==> src/rtl/mips_run_ctrl.sv <==
// -----------------------------------------------------------------------------
// mips_run_ctrl
//
// Run controller for the pipelined MIPS core, used in simulation and during
// board bring-up. It holds the core in reset, releases it after a fixed
// number of cycles, and gates the core clock-enable in one of three run
// modes: free-run, run-N-cycles and single-step. It counts enabled cycles
// and ends a run when one of three things happens:
//   - the PC stops changing (a halt self-loop),
//   - the requested run length is reached, or
//   - a timeout expires.
// It reports which of these ended the run.
//
// Ports
//   clk         in   system clock, rising edge
//   reset       in   synchronous, active-high reset
//   start       in   begin a run (accepted only in IDLE or DONE)
//   mode        in   00 free-run, 01 run-N, 10 single-step, 11 = free-run
//   run_len     in   cycle budget for run-N
//   step        in   single-step request, rising edge detected
//   pc          in   core fetch-stage PC, valid in every enabled cycle
//   core_reset  out  reset to the core
//   core_en     out  clock-enable to the core
//   cycle_cnt   out  enabled cycles since core_reset was released
//   busy        out  high in RST, RUN and STEP_WAIT
//   done        out  high in DONE
//   done_cause  out  00 none, 01 halt loop, 10 run_len reached, 11 timeout
// -----------------------------------------------------------------------------
module mips_run_ctrl #(
   parameter int RST_CYCLES  = 4,
   parameter int PC_W        = 32,
   parameter int CNT_W       = 32,
   parameter int MAX_CYCLES  = 10000,
   parameter int HALT_REPEAT = 3
) (
   input  logic             clk,
   input  logic             reset,
   input  logic             start,
   input  logic [1:0]       mode,
   input  logic [CNT_W-1:0] run_len,
   input  logic             step,
   input  logic [PC_W-1:0]  pc,
   output logic             core_reset,
   output logic             core_en,
   output logic [CNT_W-1:0] cycle_cnt,
   output logic             busy,
   output logic             done,
   output logic [1:0]       done_cause
);

   localparam int RW     = $clog2(RST_CYCLES + 1);
   localparam int SAME_W = $clog2(HALT_REPEAT + 1);

   localparam logic [1:0] MODE_FREE  = 2'b00;
   localparam logic [1:0] MODE_RUN_N = 2'b01;
   localparam logic [1:0] MODE_STEP  = 2'b10;

   localparam logic [1:0] CAUSE_NONE    = 2'b00;
   localparam logic [1:0] CAUSE_HALT    = 2'b01;
   localparam logic [1:0] CAUSE_LEN     = 2'b10;
   localparam logic [1:0] CAUSE_TIMEOUT = 2'b11;

   typedef enum logic [2:0] {
      S_IDLE,
      S_RST,
      S_RUN,
      S_STEP_WAIT,
      S_DONE
   } state_t;

   state_t             r_state;
   logic [1:0]         r_mode;
   logic [CNT_W-1:0]   r_run_len;
   logic [RW-1:0]      r_rst_cnt;
   logic               r_core_reset;
   logic               r_core_en;
   logic [CNT_W-1:0]   r_cycle_cnt;
   logic               r_busy;
   logic               r_done;
   logic [1:0]         r_cause;
   logic               r_step_d;
   logic [PC_W-1:0]    r_prev_pc;
   logic               r_prev_valid;
   logic [SAME_W-1:0]  r_same_cnt;

   logic               w_accept;
   logic               w_step_rise;
   logic               w_rst_last;
   logic [CNT_W-1:0]   w_cnt_next;
   logic               w_pc_same;
   logic [SAME_W-1:0]  w_same_next;
   logic               w_halt;
   logic               w_len_hit;
   logic               w_timeout;
   logic               w_stop;
   logic [1:0]         w_cause;
   logic [1:0]         w_mode_norm;

   assign w_accept    = start && ((r_state == S_IDLE) || (r_state == S_DONE));
   assign w_step_rise = step && !r_step_d;
   assign w_rst_last  = (r_rst_cnt == RW'(RST_CYCLES - 1));

   // Mode 11 is folded into free-run when it is latched, so the rest of the
   // logic only ever sees the three real modes.
   assign w_mode_norm = (mode == MODE_RUN_N) ? MODE_RUN_N :
                        (mode == MODE_STEP)  ? MODE_STEP  : MODE_FREE;

   // Termination checks. They are evaluated on the count after this enabled
   // cycle, so the cycle that triggers a stop is counted and is the last one.
   assign w_cnt_next  = r_cycle_cnt + CNT_W'(1);
   assign w_pc_same   = r_prev_valid && (pc == r_prev_pc);
   assign w_same_next = w_pc_same ? (r_same_cnt + SAME_W'(1)) : '0;
   assign w_halt      = (w_same_next == SAME_W'(HALT_REPEAT));
   assign w_len_hit   = (r_mode == MODE_RUN_N) && (w_cnt_next == r_run_len);
   assign w_timeout   = (w_cnt_next == CNT_W'(MAX_CYCLES));
   assign w_stop      = w_halt || w_len_hit || w_timeout;

   // When several causes fire together, halt wins, then run length, then
   // timeout.
   assign w_cause = w_halt    ? CAUSE_HALT :
                    w_len_hit ? CAUSE_LEN  : CAUSE_TIMEOUT;

   // NOTE: all state below uses non-blocking assignments so every register
   // sees the pre-edge values of the others, whatever the statement order.
   always_ff @(posedge clk) begin
      if (reset) begin
         r_state      <= S_IDLE;
         r_mode       <= MODE_FREE;
         r_run_len    <= '0;
         r_rst_cnt    <= '0;
         r_core_reset <= 1'b1;
         r_core_en    <= 1'b0;
         r_cycle_cnt  <= '0;
         r_busy       <= 1'b0;
         r_done       <= 1'b0;
         r_cause      <= CAUSE_NONE;
         r_step_d     <= 1'b0;
         r_prev_pc    <= '0;
         r_prev_valid <= 1'b0;
         r_same_cnt   <= '0;
      end else begin
         // The step history is tracked in every state. An edge that lands in
         // the last RST cycle is therefore consumed there and never reaches
         // STEP_WAIT.
         r_step_d <= step;

         // Bookkeeping for any enabled cycle, in RUN or STEP_WAIT alike.
         if (r_core_en) begin
            r_cycle_cnt  <= w_cnt_next;
            r_prev_pc    <= pc;
            r_prev_valid <= 1'b1;
            r_same_cnt   <= w_same_next;
         end

         case (r_state)
            S_IDLE, S_DONE: begin
               if (w_accept) begin
                  r_state      <= S_RST;
                  r_mode       <= w_mode_norm;
                  r_run_len    <= run_len;
                  r_rst_cnt    <= '0;
                  r_cycle_cnt  <= '0;
                  r_cause      <= CAUSE_NONE;
                  r_same_cnt   <= '0;
                  r_prev_valid <= 1'b0;
                  r_core_reset <= 1'b1;
                  r_core_en    <= 1'b0;
                  r_busy       <= 1'b1;
                  r_done       <= 1'b0;
               end
            end

            S_RST: begin
               r_rst_cnt <= r_rst_cnt + RW'(1);
               if (w_rst_last) begin
                  r_core_reset <= 1'b0;
                  if ((r_mode == MODE_RUN_N) && (r_run_len == '0)) begin
                     // A zero budget ends the run without a single enabled
                     // cycle.
                     r_state <= S_DONE;
                     r_cause <= CAUSE_LEN;
                     r_busy  <= 1'b0;
                     r_done  <= 1'b1;
                  end else if (r_mode == MODE_STEP) begin
                     r_state <= S_STEP_WAIT;
                  end else begin
                     r_state   <= S_RUN;
                     r_core_en <= 1'b1;
                  end
               end
            end

            S_RUN: begin
               if (w_stop) begin
                  r_state   <= S_DONE;
                  r_core_en <= 1'b0;
                  r_busy    <= 1'b0;
                  r_done    <= 1'b1;
                  r_cause   <= w_cause;
               end
            end

            S_STEP_WAIT: begin
               if (r_core_en) begin
                  // Each step grants exactly one enabled cycle.
                  r_core_en <= 1'b0;
                  if (w_stop) begin
                     r_state <= S_DONE;
                     r_busy  <= 1'b0;
                     r_done  <= 1'b1;
                     r_cause <= w_cause;
                  end
               end else if (w_step_rise) begin
                  r_core_en <= 1'b1;
               end
            end

            default: begin
               r_state <= S_IDLE;
            end
         endcase
      end
   end

   assign core_reset = r_core_reset;
   assign core_en    = r_core_en;
   assign cycle_cnt  = r_cycle_cnt;
   assign busy       = r_busy;
   assign done       = r_done;
   assign done_cause = r_cause;

   // Structural invariants of the controller.
   a_busy_done_excl : assert property (@(posedge clk) disable iff (reset)
      !(r_busy && r_done));
   a_en_only_running : assert property (@(posedge clk) disable iff (reset)
      r_core_en |-> ((r_state == S_RUN) || (r_state == S_STEP_WAIT)));

endmodule

==> config.mk <==
export PLATFORM = sky130hd
export DESIGN_NAME = mips_run_ctrl
export DESIGN_NICKNAME = d
export VERILOG_FILES = /design/src/rtl/mips_run_ctrl.sv
export SDC_FILE = /design/constraint.sdc
export NUM_CORES = 1
export LEC_CHECK = 0
export ABC_CLOCK_PERIOD_IN_PS = 3790
export BUFFER_PORTS_ARGS = -buffer_cell sky130_fd_sc_hd__buf_2
export CAP_MARGIN = 20
export CORE_UTILIZATION = 40
export CTS_CLUSTER_SIZE = 12
export DETAILED_ROUTE_END_ITERATION = 6
export MAX_ROUTING_LAYER = met4
export PLACE_DENSITY = 0.62
export SYNTH_ARGS = -nofsm -noshare
export SYNTH_HDL_FRONTEND = slang
export SYNTH_SLANG_ARGS = --single-unit
export TNS_END_PERCENT = 50
==> constraint.sdc <==
create_clock -name clk -period 3.79 [get_ports clk]
set_input_delay 0.758 -clock clk [delete_from_list [all_inputs] [get_ports clk]]
set_output_delay 0.758 -clock clk [all_outputs]
set_load 0.02 [all_outputs]
==> metrics.yaml <==
job:
  maxCapViolations: 0
cells_and_area:
  final_cell_mix: "113 x dfxtp_1, 107 x buf_2, 102 x nand2_1"
  utilization_pct: 50.26
  area_growth_pct: 21.11
  final_common_cell: "dfxtp_1"
  nNetsFinal: 957
  drive_gt1_share_pct: 19.84
  n_antenna_cell: 0
yosys:
  synth_top_family_by_area: "simple AND/OR/NAND/NOR gates"
  synth.mux.area_fraction_pct: 5.826
  syn_inst: 793
  netlist_area_sq_um: 6379
  synth_top_cells_by_area: "dfxtp_1 36%, xnor2_1 7.1%, xor2_1 6.7%"
  synth_cell_types: 70
  yosysTopAreaCellShare_pct: 35.78
  yosysTopAreaCell: "dfxtp_1"
  synth_fa_ha_area_share_pct: 0.5885
  synthXorXnorAreaFrac_pct: 14.22
  synth.avg_cell_area_sq_um: 8.044
  yosysSeqAreaShare_pct: 35.78
  synth_seq_cells: 114
  syn_nets: 866
  synth_compound_gate_area_share_pct: 11.73
  postSynth.asyncResetShare_pct: 0
  ys_warn_count: 0
  synth_ff_type: "dfxtp_1"
  yosys.area_share.simple_pct: 27.56
  synth-edff-count: 0
die:
  coreArea_sq_um: 15370
  io-pin-count: 108
  dieArea_sq_um: 16460
  initial_utilization_pct: 41.50
  die_h_um: 128.3
  rows: 45
  die_w_um: 128.3
placement:
  globalplace.congestion: 0.9859
  post-place-ws_ps: 341.6
  dp_hpwl_mm: 13.23
  port_buffers: 107
clock_network:
  cts.sinks: 114
  cts_tree: "built"
  cts_setup_buffers: 0
  cts.clk_slew.worst_paths_ps: 60
  htreeDepth: 4
  numCtsBuffers: 17
  insertion_delay_ps: 420
  cts.path.max_buffers: 2
  cts-root-buf: "clkbuf_16"
power_and_ir_drop:
  internal_power_mw: 2.783
  leakagePower_nw: 2.959
  peakVddDrop_v: 0.0005848
  net-switching-power_mw: 1.310
  combinationalPowerShare_pct: 21.7
  p_clk_share_pct: 41.3
  pwr-share-seq_pct: 36.9
  finalPower_mw: 4.094
  p_sw_share_pct: 32.01
  pwr_density_cell_nw_per_um2: 529.9
worst_setup_path:
  slowest_delay_ps: 490
  crit_family: "simple AND/OR/NAND/NOR gates"
  critical_path_peak_fanout: 7
  cp.arrival_ps: 3750
  crit_slowest_cell: "or4_4"
  worst_setup_path_start_kind: "flop"
  path_cells: "ha_1 -> nand4_1 -> or3_1 -> o31a_1 -> a21o_1 -> or4_4 -> nor4_4 -> o21ai_1 -> a31o_1"
  worst_ep_required_time_ps: 4110
  critPathBufInv: 0
  endpoint_kind: "flop"
  crit_type: "reg2reg"
routing:
  vias_per_cell: 5.365
  drcViolationCount: 0
  wl_mm: 17.89
  ant_nets: 0
  drt_iter0_drc: 405
  first_pass_iters: 5
  dr_total_vias: 5944
  routedWlPerCell_um: 16.14
timing:
  setup_ws_ps: 357.7
  rsz0062_at_grt: "false"
  fin_tns_setup_ps: 0
  maxSlewViolCount: 0
  min_period_ps: 3432
  slew_headroom_pct: 47.31
  period_share_pct: 90.56
  setup_viol: 0
  hold_ws_ps: 456.9
  worst_pin_slew_ps: 790.4
  fmax_mhz: 291.3
  fin_skew_ps: 6.652
  final_hold_viol_count: 0
global_routing:
  grt_max_degree: 74
  antenna_found_initial: 0
  gr-total-overflow: 0
  grt_pass1_wl_mm: 28.82
  grt_usage_pct: 23.55
  grt_pass1_vias: 5521
status:
  status: "finished, final reports clean"
hold_path:
  min_path_type: "reg2reg"
-- layout make-up --
cell class / instances / area (sq um)
Inverter: 12 / 45.04
Sequential cell: 114 / 2283
Tap cell: 211 / 264.0
Timing Repair Buffer: 126 / 678.2
Multi-Input combinational cell: 613 / 3829
Clock inverter: 13 / 172.7
Clock buffer: 19 / 452.9
Fill cell: 1483 / 7646
-- layer usage --
layer | GRT usage (%) | part of all wire, % | up-vias
li1 | - | - | 2951
met1 | 31.42 | 47 | 2775
met2 | 34.31 | 44 | 191
met3 | 5.050 | 6.9 | 27
met4 | 9.689 | 2.0 | 0
met5 | - | 0 | -
-- synth_stat cells, types with 3 or more instances --
cell type and count:
nand2b_1 3, and4_1 3, nand2_1 102, nor3b_1 4, o31ai_1 3, and2_1 4, a311oi_1 4, and3_1 6
nand4_1 23, or3_1 13, nand3_1 27, o22ai_1 4, buf_2 16, nor3_2 3, mux2i_1 36, nor2_1 94
a21oi_1 57, nand4_2 4, nor3_1 19, xor2_1 49, ha_1 3, inv_1 11, nand4b_1 3, nand3b_1 4
xnor2_1 52, buf_1 3, clkbuf_1 32, or4_1 5, dfxtp_1 114, nor4_1 23, a21o_1 3, o21ai_0 20
-- metrics by stage --
stage	instance area [sq um]	cells
6_report	7725	1108
3_3_place_gp	7093	1076
4_1_cts	7719	1108
5_1_grt	7725	1108
3_5_place_dp	7093	1076
2_1_floorplan	6379	793
-- state kept, by name (all words and copies together), names as in the netlist, 2 cells and up --
name and flops:
cycle_cnt 32, r_prev_pc 32, r_run_len 32, r_rst_cnt 3
r_state 3, done_cause 2, r_mode 2, r_same_cnt 2
-- logic make-up (layout without fill, tap and decap cells) --
logic type / count (synthesis) / after routing
muxes: 37 / 37
AOI/OAI and AO/OA: 121 / 121
DFF: 114 / 114
and+or+nand+nor: 350 / 350
buffers and inverters: 66 / 170
adders and majority gates: 3 / 3
xor gates and xnor gates: 102 / 102
-- power by group through the flow --
stage / combinational (mW) / clock [mW] / sequential, mW
5_1_grt: 0.993 / 1.78 / 1.53
4_1_cts: 0.892 / 1.72 / 1.51
3_5_place_dp: 0.884 / 0 / 1.53
6_report: 0.890 / 1.69 / 1.51
3_3_place_gp: 0.890 / 0 / 1.53
2_1_floorplan: 0.689 / 0 / 1.46
-- path summary, 6_finish.rpt --
check | start | to | slack [ps] | cells past startpoint
hold / removal | done | done | 460 | 2
setup reg to reg | cycle_cnt[0] | r_state[0] | 360 | 9
setup / recovery | cycle_cnt[0] | r_state[0] | 360 | 9
hold reg to reg | done | done | 460 | 2
-- worst register-to-register path, delay by kind of cell, from the launching register on --
kind | cells | cell delay [ps]
and+or+nand+nor | 4 | 1590
adders and majority gates | 1 | 290
DFF | 1 | 480
AOI/OAI and AO/OA | 4 | 990
-- repair_timing --
action	CTS	global route
setup endpoints to repair	0	6
gates resized for setup	0	1
hold buffers	0	0
No activity file was read; power rests on OpenSTA's default activity.
